[src/rtl/xbar_rr_scheduler.sv]
// Round-robin crossbar scheduler: grants one input at a time, issues a control word, then holds it for len+1 beats.
// Optional watchdog abort of a stalled transfer is enabled with `define XBAR_SCHED_TIMEOUT_EN.
module xbar_rr_scheduler #(
  parameter int N_INPUTS          = 2,
  parameter int N_OUTPUTS         = 2,
  parameter int CONTROL_BIT_WIDTH = 42,
  parameter int ADDRESS_BIT_WIDTH = 4,
  parameter int BLOCK_ADDRESS     = 2,
  parameter int LEN_BITS          = 4,
  parameter int TIMEOUT_CYCLES    = 64
) (
  input  logic                                    clk,
  input  logic                                    reset,
  input  logic [N_INPUTS-1:0]                     req_val,
  output logic [N_INPUTS-1:0]                     req_rdy,
  input  logic [N_INPUTS*$clog2(N_OUTPUTS)-1:0]   req_dest,
  input  logic [N_INPUTS*LEN_BITS-1:0]            req_len,
  output logic [CONTROL_BIT_WIDTH-1:0]            control_msg,
  output logic                                    control_val,
  input  logic                                    control_rdy,
  input  logic                                    beat_fire,
  output logic                                    busy,
  output logic [$clog2(N_INPUTS)-1:0]             grant_id,
  output logic                                    timeout_err
);

  localparam int IW_I = $clog2(N_INPUTS);
  localparam int IW_O = $clog2(N_OUTPUTS);
  localparam int CW   = CONTROL_BIT_WIDTH;
  localparam int AW   = ADDRESS_BIT_WIDTH;

  typedef enum logic [1:0] {IDLE, CFG, XFER} state_t;

  state_t              state, state_next;
  logic [IW_I-1:0]     ptr;
  logic [LEN_BITS-1:0] cnt;
  logic [IW_I-1:0]     win;
  logic [IW_I-1:0]     idx;
  logic                any_req;
  logic                fire;
  logic                wd_expire;

  function automatic logic [CW-1:0] build_msg(input logic [IW_I-1:0] g, input logic [IW_O-1:0] d);
    logic [CW-1:0] m;
    m                        = '0;
    m[CW-1 -: AW]            = AW'(BLOCK_ADDRESS);
    m[CW-AW-1]               = 1'b1;
    m[CW-AW-2 -: IW_I]       = g;
    m[CW-AW-2-IW_I -: IW_O]  = d;
    return m;
  endfunction

  // Scan from the farthest offset down so the offset closest to ptr wins.
  always_comb begin
    win     = '0;
    idx     = '0;
    any_req = 1'b0;
    for (int k = N_INPUTS - 1; k >= 0; k--) begin
      idx = ptr + IW_I'(k);
      if (req_val[idx]) begin
        win     = idx;
        any_req = 1'b1;
      end
    end
  end

  always_comb begin
    req_rdy = '0;
    if (state == IDLE && any_req && !reset) req_rdy[win] = 1'b1;
  end

  assign fire        = |(req_val & req_rdy);
  assign control_val = (state == CFG);
  assign busy        = (state != IDLE);

  always_comb begin
    state_next = state;
    case (state)
      IDLE:    if (fire) state_next = CFG;
      CFG:     if (control_rdy) state_next = XFER;
      XFER: begin
        if (beat_fire && cnt == '0) state_next = IDLE;
        else if (wd_expire)         state_next = IDLE;
      end
      default: state_next = IDLE;
    endcase
  end

  // NOTE: reset is synchronous, so it is sampled only on the clock edge and wins over every other update.
  always_ff @(posedge clk) begin
    if (reset) begin
      state       <= IDLE;
      ptr         <= '0;
      cnt         <= '0;
      grant_id    <= '0;
      control_msg <= '0;
    end else begin
      state <= state_next;
      case (state)
        IDLE: if (fire) begin
          grant_id    <= win;
          cnt         <= req_len[int'(win)*LEN_BITS +: LEN_BITS];
          ptr         <= win + IW_I'(1);
          control_msg <= build_msg(win, req_dest[int'(win)*IW_O +: IW_O]);
        end
        XFER: if (beat_fire && cnt != '0) cnt <= cnt - 1'b1;
        default: ;
      endcase
    end
  end

`ifdef XBAR_SCHED_TIMEOUT_EN
  localparam int WDW = $clog2(TIMEOUT_CYCLES + 1);
  logic [WDW-1:0] wd;

  // Counter sits at zero outside XFER, so it is already clear on entry.
  assign wd_expire = (state == XFER) && !beat_fire && (wd == WDW'(TIMEOUT_CYCLES - 1));

  always_ff @(posedge clk) begin
    if (reset) begin
      wd          <= '0;
      timeout_err <= 1'b0;
    end else begin
      if (state != XFER || beat_fire) wd <= '0;
      else                            wd <= wd + 1'b1;
      if (wd_expire) timeout_err <= 1'b1;
    end
  end
`else
  assign wd_expire   = 1'b0;
  assign timeout_err = 1'b0;
`endif

endmodule
[config.mk]
export PLATFORM = sky130hd
export DESIGN_NAME = xbar_rr_scheduler
export DESIGN_NICKNAME = d
export VERILOG_FILES = /design/src/rtl/xbar_rr_scheduler.sv
export SDC_FILE = /design/constraint.sdc
export NUM_CORES = 1
export LEC_CHECK = 0
export CORE_MARGIN = 2
export CORE_UTILIZATION = 45
export CTS_BUF_LIST = sky130_fd_sc_hd__clkbuf_16
export DETAILED_ROUTE_END_ITERATION = 10
export DONT_BUFFER_PORTS = 1
export GPL_ROUTABILITY_DRIVEN = 1
export PLACE_DENSITY = 0.57
export REMOVE_ABC_BUFFERS = 1
export SLEW_MARGIN = 40
export SYNTH_ARGS = -nofsm -noshare
export SYNTH_HDL_FRONTEND = slang
export SYNTH_SLANG_ARGS = --single-unit
[constraint.sdc]
create_clock -name clk -period 4.6 [get_ports clk]
set_input_delay 0.69 -clock clk [delete_from_list [all_inputs] [get_ports clk]]
set_output_delay 0.69 -clock clk [all_outputs]
set_load 0.01 [all_outputs]
Word-level counts from Yosys, hierarchy flattened
Index checks and enable logic that the tools add are counted.
- word-level logic and storage cells: 54
- flip-flop bits (word level): 11
- output and inout bits: 48
- bits of input ports: 16
- order comparisons: 4
- mux-type cells: 18
- add/subtract/negate cells: 3
- equality and inequality tests: 6
- bitwise logic cells: 1
- shifts and indexed selects: 2
- reduce and logical (&&, ||, !) cells: 15
- operators by type and width (cell ; count):
    1-bit 2-to-1 mux ; 9
    2-bit 2-to-1 mux ; 4
    4-bit 2-to-1 mux ; 2
    4-bit one-hot mux with 2 select lines ; 1
    8-bit by 4-bit variable part select with 4-bit output ; 1
    1-bit by 2-bit less-than comparator with 1-bit output (second input constant) ; 3
    2-bit inequality test (second input constant) ; 3
    2-bit one-hot mux with 3 select lines ; 1
    3-bit AND reduction ; 2
    1-bit logical AND ; 5
    4-bit zero test ; 1
    2-bit nonzero test ; 2
    4-bit nonzero test ; 1
    4-bit by 1-bit subtractor with 4-bit output (second input constant) ; 1
    1-bit adder (second input constant) ; 2
    2-bit AND ; 1
    2-bit by 1-bit == test with 1-bit output (second input constant) ; 1
    2-bit == test (second input constant) ; 1
    2-bit zero test ; 1
    2-bit by 1-bit inequality test with 1-bit output (second input constant) ; 1
    2-bit AND reduction ; 1
    2-bit OR reduction ; 1
    2-bit by 2-bit variable part select with 1-bit output ; 1
    1-bit demux with 1-bit select ; 1
    other kinds (2) ; 2

Depth between registers and ports, before layout
- depth in word-level cells: 14
- mapped depth: 6
- depth with buffers taken out: 6

Worst setup path before layout
OpenSTA, ideal clock, no wires.
- kind: input to output
- start point: input req_val[0]
- end point: output req_rdy[1]
- slack: 2.632 ns
- data required time: 3.910 ns
- buffers on the path: 0
- stages on the path: 3
- data arrival time: 1.278 ns
- path through: nand2b_1 -> nand2_1 -> nor3_1
- cells in the longest elaborated chain, start to end: 9
- elaborated cells on any way between the ends: 16
- classes of those cells: order compare: 2; mux: 11; reduce/logical: 3
- RTL lines (what ; RTL line ; RTL):
    start: declaration ; 14 ; input logic [N_INPUTS-1:0] req_val,
    1-bit 2-to-1 mux (implied by the code) (2 in a row) ; 60 ; if (req_val[idx]) begin
    1-bit 2-to-1 mux (2 in a row) ; 60 ;
    1-bit by 2-bit less-than comparator with 1-bit output (implied by the code) / 1-bit greater-or-equal comparator (equally long branches) ; 69 ; if (state == IDLE && any_req && !reset) req_rdy[win] = 1'b1;
    1-bit logical AND (implied by the code) ; 69 ;
    1-bit 2-to-1 mux (implied by the code) ; 69 ;
    1-bit demux with 1-bit select ; 69 ;
    2-bit 2-to-1 mux * ; 69 ;
    end: declaration ; 15 ; output logic [N_INPUTS-1:0] req_rdy,
Mark *: on every way between the ends. The rest lies on a longest branch, timed or not. The select of a mux whose other input is x is not followed.

Final worst setup path
Same ends and word-level chain as after synthesis.

==> results by group <==
Floorplanning
  • Row cnt: 16
  • Core footprint: a little under 2000 um^2
  • Die Span Y: 49.1 um
  • Die X: between 40 and 50 um
  • Die area: roughly 2400 um^2
  • Ports: 64
  • Starting Density: 47.2%

GRT
  • Largest net degree at the start of global routing: 15
  • Initial antenna violation count: 0
  • Gr ovfl total: 0
  • Tot GR Track Use: approximately an eighth
  • First-pass GRT wire length: 2440 um
  • Vias in the first global route: 538

Cells and area
  • Layout cell share with drive strength beyond 1: under 10%
  • Diode count: 0
  • FF/Latch Area: approximately 200 um^2
  • Final nets: 134
  • Area delta synth->final: -8.32%
  • Area of the multi-input gates: around 510 um^2
  • Fill cells: 215

Yosys
  • Post-synth ARST share: 0%
  • Number of library cell types mapped by synthesis: 33
  • Synthesized area: approximately 920 um^2
  • Synthesized instance count: 117
  • Number of synthesized flops with an enable pin: 0
  • Sequential element share of the synthesized area: 21.8%
  • Yosys reg bits: 10
  • Yosys warns: 0
  • Ys flop type: dfxtp_1
  • Syn Area/Cell: 7.84 um^2

Clock tree
  • Clk pin slew, worst setup/hold paths: approximately 0.040 ns
  • # Post-CTS Setup Buffers: 0
  • Htree depth: 1
  • CTS hold repair buffers: 0
  • Root Driver: clkbuf_16
  • CTS tree: built
  • Num Clock Sinks: 10
  • Worst skew pair latency: 0.23 ns
  • Resize count post-CTS: 0
  • Cts bufs inserted: 3
  • CTS Buffer Depth: 2

Placement
  • Hpwl dp: approximately 1300 um
  • IO Port Bufs: 0
  • Placer Congestion: about 0.73

Job
  • Max-Cap Viols: 0

STA
  • Fmax: between 0.4 and 0.5 GHz
  • Min Tclk post-route: around 2.1 ns
  • Worst-Margin Slew: 0.663 ns
  • Slew Limit Fails: 0
  • RSZ-0062 raised after global routing: false
  • Final Setup Violations: 0
  • Final TNS setup: 0 ns
  • Worst rel slew slack: 55.7%
  • Fin Hold WS: 0.499 ns
  • Final hold vios: 0
  • Period Utilization, post-route: roughly 46%
  • Final Skew: between 0.004 and 0.005 ns

Pwr
  • Switch share: between 20% and 30%
  • LEAKAGE: ~0.4 nW
  • Max rail drop VDD: around 0.22 mV
  • Cell Int Power: around 0.23 mW
  • Power Dens Cells: around 370 nW/um^2
  • Clk pwr share: 48.0%
  • Seq pwr share: about a third
  • Logic gate share of total power: a little under a fifth
  • P_sw: 0.0860 mW

Outcome
  • Status: finished clean

Critical path
  • Critical path class: input port to primary output
  • Setup crit end kind: primary output
  • CP required: 3.91 ns
  • Critical path arrival: between 1 and 1.5 ns
  • Crit Path Max Fanout: 7
  • Critical Path Source Type: input port

Drt
  • DR vias/cell: around 4.5
  • Iteration-0 DRC Markers: 12
  • DRT Pass-1 Iters: 4
  • Final ANT Viol Nets: 0
  • Vias: between 600 and 700
  • Routed len/inst: ~12 um
  • DRC: 0
  • WL final: about 1600 um

Min path
  • Worst hold path type: flip-flop to flip-flop
## power by group through the flow
stage,Combinational [mW],Clock (mW),Sequential (mW)
3_5_place_dp,0.0585,0,0.105
3_3_place_gp,0.0577,0,0.104
6_report,0.0600,0.151,0.103
2_1_floorplan,0.0520,0,0.103
4_1_cts,0.0596,0.153,0.103
5_1_grt,0.0675,0.157,0.104
## logic make-up (layout without fill, tap and decap cells)
| group | after synthesis | in the layout | synth area share [%] |
|---|---|---|---|
| AOI/OAI and AO/OA | 23 | 23 | 18.3 |
| buffers and inverters | 51 | 10 | 38.6 |
| xor gates and xnor gates | 1 | 1 | 0.955 |
| adders and majority gates | 2 | 2 | 2.73 |
| and+or+nand+nor | 29 | 29 | 17.2 |
| other | 1 | 39 | 0.409 |
| DFF | 10 | 10 | 21.8 |
## layout by cell type, fill, tap and decap left out, types with 2 or more instances in the layout
| master | n |
|---|---|
| nand2_1 | 6 |
| a21oi_1 | 7 |
| nor2b_1 | 4 |
| conb_1 | 39 |
| clkbuf_16 | 3 |
| inv_1 | 7 |
| nor2_1 | 5 |
| nor3_1 | 2 |
| ha_1 | 2 |
| o21ai_1 | 2 |
| a311oi_1 | 2 |
| a31o_1 | 2 |
| o32ai_1 | 2 |
| dfxtp_1 | 10 |
| nand3_1 | 3 |
| and2_1 | 2 |
## stage by stage
stage	power, mW	area, um^2	utilization (%)	std cells	setup slack [ns]
after floorplan	0.155	732	-	111	2.63
after global placement	0.162	766	39.4	138	2.53
after detailed placement	0.163	766	39.4	138	2.50
after CTS	0.316	841	43.3	141	2.49
after global routing	0.329	841	43.3	141	2.43
final	0.314	841	43.3	141	2.50
## cell type report
class	instances	share of cell area [%]
clock buffer	3	8.93
inverter	7	3.13
tap	27	4.02
multi-input combinational	94	60.1
sequential	10	23.8
## flip-flops by register name, indices dropped and copies added (netlist names)
name / cells
ptr: 1
cnt: 4
control_msg: 3
state: 2
## synth_stat cells, types with 2 or more instances
library cell / count / area, um^2
a21oi_1: 7 / 35.0
a311oi_1: 2 / 17.5
a31o_1: 2 / 17.5
and2_1: 2 / 12.5
buf_4: 43 / 323
dfxtp_1: 10 / 200
ha_1: 2 / 25.0
inv_1: 7 / 26.3
nand2_1: 6 / 22.5
nand3_1: 3 / 15.0
nor2_1: 5 / 18.8
nor2b_1: 4 / 25.0
nor3_1: 2 / 10.0
o21ai_1: 2 / 10.0
o32ai_1: 2 / 17.5
## path summary, 6_finish.rpt
path	cells past startpoint	to	from	slack, ns
setup reg to reg	6	cnt[2]$_SDFFE_PP0P_	cnt[0]$_SDFFE_PP0P_	2.99
hold / removal	2	cnt[3]$_SDFFE_PP0P_	cnt[3]$_SDFFE_PP0P_	0.50
hold reg to reg	2	cnt[3]$_SDFFE_PP0P_	cnt[3]$_SDFFE_PP0P_	0.50
setup / recovery	3	req_rdy[1]	req_val[0]	2.50
## critical path, stage by stage
cell,delay [ns]
nand2b_1,0.17
nand2_1,0.17
nor3_1,0.38
## metal layers
| metal | global-route usage [%] | routed length [um] | share of wire, % |
|---|---|---|---|
| met4 | 2.86 | 4 | 0.24 |
| met3 | 5.52 | 151 | 9.2 |
| met5 | 0 | 0 | 0 |
| met2 | 22.5 | 850 | 52 |
| met1 | 15.2 | 641 | 39 |
No activity file was read; power rests on OpenSTA's default activity.
